**src/rtl/bpc_pkg.sv**
```systemverilog
// Shared BPC definitions: sync byte, block size limit, header field positions,
// error encodings and the framer state type.
package bpc_pkg;

    localparam logic [7:0] BPC_SYNC      = 8'hBC;
    localparam int         BPC_MAX_WORDS = 17;

    localparam int HDR_SYNC_LSB = 56;
    localparam int HDR_ID_LSB   = 40;
    localparam int HDR_ID_W     = 16;

    localparam logic [1:0] ERR_SYNC = 2'd1;
    localparam logic [1:0] ERR_LEN  = 2'd2;

    typedef enum logic {
        HDR = 1'b0,
        PAY = 1'b1
    } bpc_state_e;

endpackage

```
**src/rtl/bpc_stream_framer_if.sv**
```systemverilog
// Stream bundle of the framer: raw word input side and framed payload output side.
interface bpc_stream_framer_if #(
    parameter int DATA_W = 64
);
    logic              s_valid;
    logic [DATA_W-1:0] s_data;
    logic              s_ready;
    logic              m_valid;
    logic [DATA_W-1:0] m_data;
    logic              m_sop;
    logic              m_eop;
    logic              m_ready;

    modport master (
        output s_valid, s_data, m_ready,
        input  s_ready, m_valid, m_data, m_sop, m_eop
    );

    modport slave (
        input  s_valid, s_data, m_ready,
        output s_ready, m_valid, m_data, m_sop, m_eop
    );
endinterface

```
**src/rtl/bpc_skid_buf.sv**
```systemverilog
// Two-entry skid buffer with registered outputs and a registered in_ready,
// so there is no combinational path from out_ready back to in_ready.
module bpc_skid_buf #(
    parameter int W = 8
) (
    input  logic         clk,
    input  logic         rst_n,
    input  logic         in_valid,
    input  logic [W-1:0] in_data,
    output logic         in_ready,
    output logic         out_valid,
    output logic [W-1:0] out_data,
    input  logic         out_ready
);
    logic [1:0]   cnt_q, cnt_d;
    logic         rdy_q, rdy_d;
    logic [W-1:0] ent0_q, ent0_d;
    logic [W-1:0] ent1_q, ent1_d;
    logic         push, pop;

    assign push      = in_valid & rdy_q;
    assign pop       = (cnt_q != 2'd0) & out_ready;
    assign in_ready  = rdy_q;
    assign out_valid = (cnt_q != 2'd0);
    assign out_data  = ent0_q;

    // ent0 is always the head (output register); ent1 only fills when the head stalls
    always_comb begin
        cnt_d  = cnt_q;
        ent0_d = ent0_q;
        ent1_d = ent1_q;
        case (cnt_q)
            2'd0: begin
                if (push) begin
                    ent0_d = in_data;
                    cnt_d  = 2'd1;
                end
            end
            2'd1: begin
                if (push && pop) begin
                    ent0_d = in_data;
                end else if (push) begin
                    ent1_d = in_data;
                    cnt_d  = 2'd2;
                end else if (pop) begin
                    cnt_d  = 2'd0;
                end
            end
            default: begin
                if (pop) begin
                    ent0_d = ent1_q;
                    cnt_d  = 2'd1;
                end
            end
        endcase
        rdy_d = (cnt_d != 2'd2);
    end

    always_ff @(posedge clk or negedge rst_n) begin
        if (!rst_n) begin
            cnt_q  <= 2'd0;
            rdy_q  <= 1'b0;
            ent0_q <= '0;
            ent1_q <= '0;
        end else begin
            cnt_q  <= cnt_d;
            rdy_q  <= rdy_d;
            ent0_q <= ent0_d;
            ent1_q <= ent1_d;
        end
    end

endmodule

```
**src/rtl/bpc_stream_framer.sv**
```systemverilog
// Strips BPC block headers from the raw compressed stream, validates them and
// forwards the payload words with sop/eop marks through a skid buffer.
module bpc_stream_framer
    import bpc_pkg::*;
#(
    parameter int         DATA_W    = 64,
    parameter int         LEN_W     = 5,
    parameter int         MAX_WORDS = BPC_MAX_WORDS,
    parameter logic [7:0] SYNC      = BPC_SYNC
) (
    input  logic                clk,
    input  logic                rst_n,
    bpc_stream_framer_if.slave  bus,
    output logic [HDR_ID_W-1:0] blk_id,
    output logic                err_pulse,
    output logic [1:0]          err_code,
    output logic [15:0]         blk_cnt
);
    bpc_state_e          state_q, state_d;
    logic [LEN_W-1:0]    rem_cnt_q, rem_cnt_d;
    logic                first_q, first_d;
    logic [HDR_ID_W-1:0] blk_id_q, blk_id_d;
    logic [15:0]         blk_cnt_q, blk_cnt_d;
    logic                err_pulse_q, err_pulse_d;
    logic [1:0]          err_code_q, err_code_d;

    logic             in_hs, hdr_sync_ok, hdr_len_ok, hdr_good, last_word;
    logic [LEN_W-1:0] hdr_len;
    logic             push_valid, push_sop, push_eop, hdr_err;
    logic [DATA_W+1:0] skid_out;

    assign in_hs       = bus.s_valid & bus.s_ready;
    assign hdr_len     = bus.s_data[LEN_W-1:0];
    assign hdr_sync_ok = (bus.s_data[HDR_SYNC_LSB +: 8] == SYNC);
    assign hdr_len_ok  = (hdr_len != '0) && (32'(hdr_len) <= 32'(MAX_WORDS));
    assign hdr_good    = hdr_sync_ok & hdr_len_ok;
    assign last_word   = (rem_cnt_q == LEN_W'(1));

    always_ff @(posedge clk or negedge rst_n) begin
        if (!rst_n) state_q <= HDR;
        else        state_q <= state_d;
    end

    always_comb begin
        state_d = state_q;
        case (state_q)
            HDR:     if (in_hs && hdr_good) state_d = PAY;
            PAY:     if (in_hs && last_word) state_d = HDR;
            default: state_d = HDR;
        endcase
    end

    always_comb begin
        push_valid = 1'b0;
        push_sop   = 1'b0;
        push_eop   = 1'b0;
        hdr_err    = 1'b0;
        case (state_q)
            HDR: hdr_err = in_hs & ~hdr_good;
            PAY: begin
                push_valid = bus.s_valid;
                push_sop   = first_q;
                push_eop   = last_word;
            end
            default: ;
        endcase
    end

    // A word failing both checks reports the sync error
    always_comb begin
        rem_cnt_d   = rem_cnt_q;
        first_d     = first_q;
        blk_id_d    = blk_id_q;
        blk_cnt_d   = blk_cnt_q;
        err_pulse_d = hdr_err;
        err_code_d  = err_code_q;
        if (hdr_err) err_code_d = hdr_sync_ok ? ERR_LEN : ERR_SYNC;
        if (in_hs && state_q == HDR && hdr_good) begin
            rem_cnt_d = hdr_len;
            first_d   = 1'b1;
            blk_id_d  = bus.s_data[HDR_ID_LSB +: HDR_ID_W];
        end
        if (in_hs && state_q == PAY) begin
            first_d   = 1'b0;
            rem_cnt_d = rem_cnt_q - LEN_W'(1);
            if (last_word) blk_cnt_d = blk_cnt_q + 16'd1;
        end
    end

    always_ff @(posedge clk or negedge rst_n) begin
        if (!rst_n) begin
            rem_cnt_q   <= '0;
            first_q     <= 1'b0;
            blk_id_q    <= '0;
            blk_cnt_q   <= '0;
            err_pulse_q <= 1'b0;
            err_code_q  <= 2'd0;
        end else begin
            rem_cnt_q   <= rem_cnt_d;
            first_q     <= first_d;
            blk_id_q    <= blk_id_d;
            blk_cnt_q   <= blk_cnt_d;
            err_pulse_q <= err_pulse_d;
            err_code_q  <= err_code_d;
        end
    end

    assign blk_id    = blk_id_q;
    assign blk_cnt   = blk_cnt_q;
    assign err_pulse = err_pulse_q;
    assign err_code  = err_code_q;

    bpc_skid_buf #(
        .W(DATA_W + 2)
    ) u_skid (
        .clk      (clk),
        .rst_n    (rst_n),
        .in_valid (push_valid),
        .in_data  ({push_sop, push_eop, bus.s_data}),
        .in_ready (bus.s_ready),
        .out_valid(bus.m_valid),
        .out_data (skid_out),
        .out_ready(bus.m_ready)
    );

    assign bus.m_sop  = skid_out[DATA_W+1];
    assign bus.m_eop  = skid_out[DATA_W];
    assign bus.m_data = skid_out[DATA_W-1:0];

endmodule

```
**src/flat_wrapper.sv**
```systemverilog
// flat-port wrapper written by rule: the top's interface ports become plain ports
module bpc_stream_framer_flat import bpc_pkg::*;
#(
    parameter int         DATA_W    = 64,
    parameter int         LEN_W     = 5,
    parameter int         MAX_WORDS = BPC_MAX_WORDS,
    parameter logic [7:0] SYNC      = BPC_SYNC
)
  (clk, rst_n, blk_id, err_pulse, err_code, blk_cnt, bus_s_valid, bus_s_data, bus_m_ready, bus_s_ready, bus_m_valid, bus_m_data, bus_m_sop, bus_m_eop);
  bpc_stream_framer_if #(.DATA_W(DATA_W)) bus_i ();
  input  logic clk;
  input  logic rst_n;
  output logic [HDR_ID_W-1:0] blk_id;
  output logic err_pulse;
  output logic [1:0] err_code;
  output logic [15:0] blk_cnt;
  input wire logic [$bits(bus_i.s_valid)-1:0] bus_s_valid;
  input wire logic [$bits(bus_i.s_data)-1:0] bus_s_data;
  input wire logic [$bits(bus_i.m_ready)-1:0] bus_m_ready;
  output wire logic [$bits(bus_i.s_ready)-1:0] bus_s_ready;
  output wire logic [$bits(bus_i.m_valid)-1:0] bus_m_valid;
  output wire logic [$bits(bus_i.m_data)-1:0] bus_m_data;
  output wire logic [$bits(bus_i.m_sop)-1:0] bus_m_sop;
  output wire logic [$bits(bus_i.m_eop)-1:0] bus_m_eop;
  assign bus_i.s_valid = bus_s_valid;
  assign bus_i.s_data = bus_s_data;
  assign bus_i.m_ready = bus_m_ready;
  assign bus_s_ready = bus_i.s_ready;
  assign bus_m_valid = bus_i.m_valid;
  assign bus_m_data = bus_i.m_data;
  assign bus_m_sop = bus_i.m_sop;
  assign bus_m_eop = bus_i.m_eop;
  bpc_stream_framer #(.DATA_W(DATA_W), .LEN_W(LEN_W), .MAX_WORDS(MAX_WORDS), .SYNC(SYNC)) u_core (.clk(clk), .rst_n(rst_n), .bus(bus_i), .blk_id(blk_id), .err_pulse(err_pulse), .err_code(err_code), .blk_cnt(blk_cnt));
endmodule
```
**config.mk**
```make
export PLATFORM = sky130hd
export DESIGN_NAME = bpc_stream_framer_flat
export DESIGN_NICKNAME = d
export VERILOG_FILES = /design/src/rtl/bpc_pkg.sv /design/src/rtl/bpc_stream_framer_if.sv /design/src/rtl/bpc_skid_buf.sv /design/src/rtl/bpc_stream_framer.sv /design/src/flat_wrapper.sv
export SDC_FILE = /design/constraint.sdc
export NUM_CORES = 1
export LEC_CHECK = 0
export ABC_AREA = 1
export CAP_MARGIN = 20
export CORE_MARGIN = 2
export CORE_UTILIZATION = 35
export CTS_CLUSTER_SIZE = 12
export DETAILED_ROUTE_END_ITERATION = 7
export RECOVER_POWER = 50
export SYNTH_ARGS = -nofsm -noshare
export SYNTH_HDL_FRONTEND = slang
export SYNTH_SLANG_ARGS = --single-unit
```
**constraint.sdc**
```tcl
create_clock -name clk -period 2 [get_ports clk]
set_input_delay 0.4 -clock clk [delete_from_list [all_inputs] [get_ports clk]]
set_output_delay 0.4 -clock clk [all_outputs]
set_load 0.005 [all_outputs]
```
==> flow_summary.yaml <==
synth:
  ys_top_cells_by_area: "dfrtp_1, nand2_1, a31oi_1"
  synthCells: 906
  ys_seq_elements: 177
  yosysTopAreaCellShare_pct: 57.4
  synth_area_um2: 7720
  syn-num-nets: 977
  yosysUniqueCellTypes: 30
  avgSynthCellArea_um2: 8.52
  yosys_warnings: 0
  yosys.area.top_type: "dfrtp_1"
  synth-seq-area-share_pct: 57.4
setup_path:
  crit_path_end_kind: "output pin"
  path_cells: "inv_2 -> nand2_2 -> clkdlybuf4s50_1"
  cp-start-kind: "register"
  critPathKind: "reg2out"
  cp_slowest_stage_delay_ns: 0.48
  cp.buffers_inverters: 2
  required_ns: 1.60
  cp.arrival_ns: 1.51
  crit_family: "buffers and inverters"
  worstPathMaxFanout: 4
  slowest_stage: "clkdlybuf4s50_1"
pwr:
  p_leak_nw: 4.84
  ir_worst_vdd_v: 0.000622
  cellPowerDensity_nw_per_um2: 1340
sta:
  slew_viol_final: 0
  fmaxAchievable_mhz: 525
  grt_setup_unrepaired: "false"
  post-route-period-util_pct: 95.3
  tightest_slew_ns: 0.876
  layout_min_cycle_time_ns: 1.91
  maxSlewHeadroom_pct: 41.6
  fin_setup_tns_ns: 0
  hold_violations: 0
  setup_viol: 0
  worst_clock_skew_ns: 0.00932
grt:
  antenna_found_initial: 1
  grt_pass1_vias: 6410
  grt_overflow_total: 0
  grt_pass1_wl_mm: 33.7
  grt_use_total_pct: 17.8
  grt_max_degree: 67
clock_tree:
  clkLatencyLatePin_ns: 0.42
  clockRootBuffer: "clkbuf_16"
  cts-htree-levels: 4
  postCtsSetupBuffers: 0
  clk_pin_slew_ns: 0.07
  cts_tree: "built"
  cts_buffers: 17
  cts.sinks: 177
  cts_buffer_depth: 2
routing:
  via_per_inst: 4.71
  drtAntennaViolNets: 0
  wl_met1_mm: 9.57
  firstDrtPassIters: 5
  drc: 0
  drt_iter0_markers: 375
  wl_per_cell_um: 14.7
  routed_wl_mm: 20.2
  route.met3.wl_mm: 1.02
  vias: 6450
  dr_wl_met2_mm: 9.40
  top_layer: "met4"
floorplan:
  die_x_um: 152
  fp.dieArea_um2: 23300
  io_pins: 171
  die_h_um: 152
  rows: 54
  core_um2: 21800
  start_util_pct: 35.5
placed_design:
  post-dp-hpwl_mm: 13.6
  place.gp.congestion: 0.801
  io_buffer_count: 170
layout:
  areaGrowthSynthToFinish_pct: 34.5
  fin_nets: 1146
  fin_util_pct: 47.7
  final_cell_mix: "nand2_1, dfrtp_1, clkdlybuf4s50_1, nor2_1, a31oi_1"
  drive_gt1_share_pct: 6.53
  fill_cells: 2159
  final_common_cell: "nand2_1"
run:
  maxCapViolations: 0
status:
  status: "finished clean"
hold_path:
  hold_path.class: "reg2reg"
-- cells in the mapped netlist --
| cell | count |
|---|---|
| nand4_1 | 6 |
| o2111ai_1 | 1 |
| nand3_1 | 62 |
| nand3_4 | 1 |
| o21ai_1 | 9 |
| buf_2 | 11 |
| nor2_4 | 1 |
| buf_6 | 7 |
| nand2_2 | 4 |
| nor3_1 | 1 |
| a21oi_1 | 1 |
| nor2_8 | 1 |
| o31ai_1 | 1 |
| inv_2 | 2 |
| buf_4 | 4 |
| o21ai_0 | 46 |
| a31oi_1 | 64 |
| clkbuf_1 | 25 |
| nand3b_1 | 1 |
| inv_1 | 50 |
| nand3_2 | 1 |
| xnor2_1 | 5 |
| nor2_2 | 1 |
| dfrtp_1 | 177 |
| ha_1 | 3 |
| buf_1 | 5 |
| nand2_1 | 327 |
| xor2_1 | 4 |
| nor3_2 | 1 |
| nor2_1 | 84 |
-- power breakdown --
group / leakage, nW / switching (mW) / internal [mW]
Clock: 0.296 / 1.46 / 1.94
Combinational: 2.39 / 2.18 / 2.43
Sequential: 2.15 / 0.841 / 5.02
-- per-stage QoR --
step                cells  cell area (um^2)  worst slack, ns  power [mW]  hold slack [ns]
floorplan             906              7720            0.601        8.10            0.104
global placement     1335              9880          -0.0248        10.6            0.422
detailed placement   1335              9880          -0.0336        10.7            0.422
CTS                  1368             10500           0.0386        14.2            0.475
global route         1369             10400          0.00610        15.0            0.486
finish               1369             10400           0.0949        13.9            0.472
-- final timing paths --
kind | start | end | slack [ns] | depth (start not counted)
max | u_core.u_skid.cnt_q[1]$_DFF_PN0_ | bus_m_valid | 0.09 | 3
min | u_core.u_skid.ent1_q[58]$_DFFE_PN0P_ | u_core.u_skid.ent1_q[58]$_DFFE_PN0P_ | 0.47 | 2
max reg2reg | u_core.u_skid.cnt_q[1]$_DFF_PN0_ | u_core.u_skid.ent1_q[63]$_DFFE_PN0P_ | 0.18 | 6
min reg2reg | u_core.u_skid.ent1_q[58]$_DFFE_PN0P_ | u_core.u_skid.ent1_q[58]$_DFFE_PN0P_ | 0.47 | 2
max in group asynchronous | rst_n | u_core.u_skid.ent1_q[10]$_DFFE_PN0P_ | 0.24 | 3
min in group asynchronous | rst_n | u_core.u_skid.out_data[49]$_DFFE_PN0P_ | 0.51 | 2
-- worst register-to-register path: cells and delay by family (launching register included) --
kind | cells | cell delay (ns)
DFF | 1 | 0.41
AOI/OAI and AO/OA | 1 | 0.09
and+or+nand+nor | 3 | 0.66
buffers and inverters | 2 | 0.53
-- cell type report --
cell class / count / area [um^2] / share of cell area, %
Timing Repair Buffer: 202 / 2000 / 19.3
Multi-Input combinational cell: 625 / 2800 / 26.9
Antenna cell: 1 / 2.50 / 0.0241
Clock buffer: 19 / 453 / 4.36
Inverter: 52 / 195 / 1.88
Clock inverter: 13 / 150 / 1.45
Tap cell: 280 / 350 / 3.37
Sequential cell: 177 / 4430 / 42.7
-- what timing repair did --
action,in CTS,in global routing
hold buffers,1,0
endpoints found under the setup margin,0,1
resized for setup,0,1
hold endpoints to repair,52,0
-- routing by layer --
metal	up-vias	track usage [%]
met1	3033	24.6
met3	7	4.29
met4	0	4.32
met5	-	0
li1	3263	-
met2	147	28.5
-- cell families after synthesis --
| family | share of synthesized area (%) |
|---|---|
| flip-flops | 57.4 |
| XOR/XNOR | 1.02 |
| adder cells (fa/ha/maj) | 0.486 |
| AO/OA/AOI/OAI | 9.03 |
| buffers and inverters | 6.11 |
| AND/OR/NAND/NOR | 26.0 |
-- registers in the layout (all words and copies together) (netlist names) --
signal and flops:
u_core.rem_cnt_q 5, u_core.u_skid.cnt_q 2, u_core.u_skid.out_data 66, u_core.err_code 2
u_core.first_q 1, u_core.blk_id 16, u_core.err_pulse 1, u_core.u_skid.in_ready 1
u_core.blk_cnt 16, u_core.u_skid.ent1_q 66, u_core.state_q 1
(Power assumes the default switching activity.)
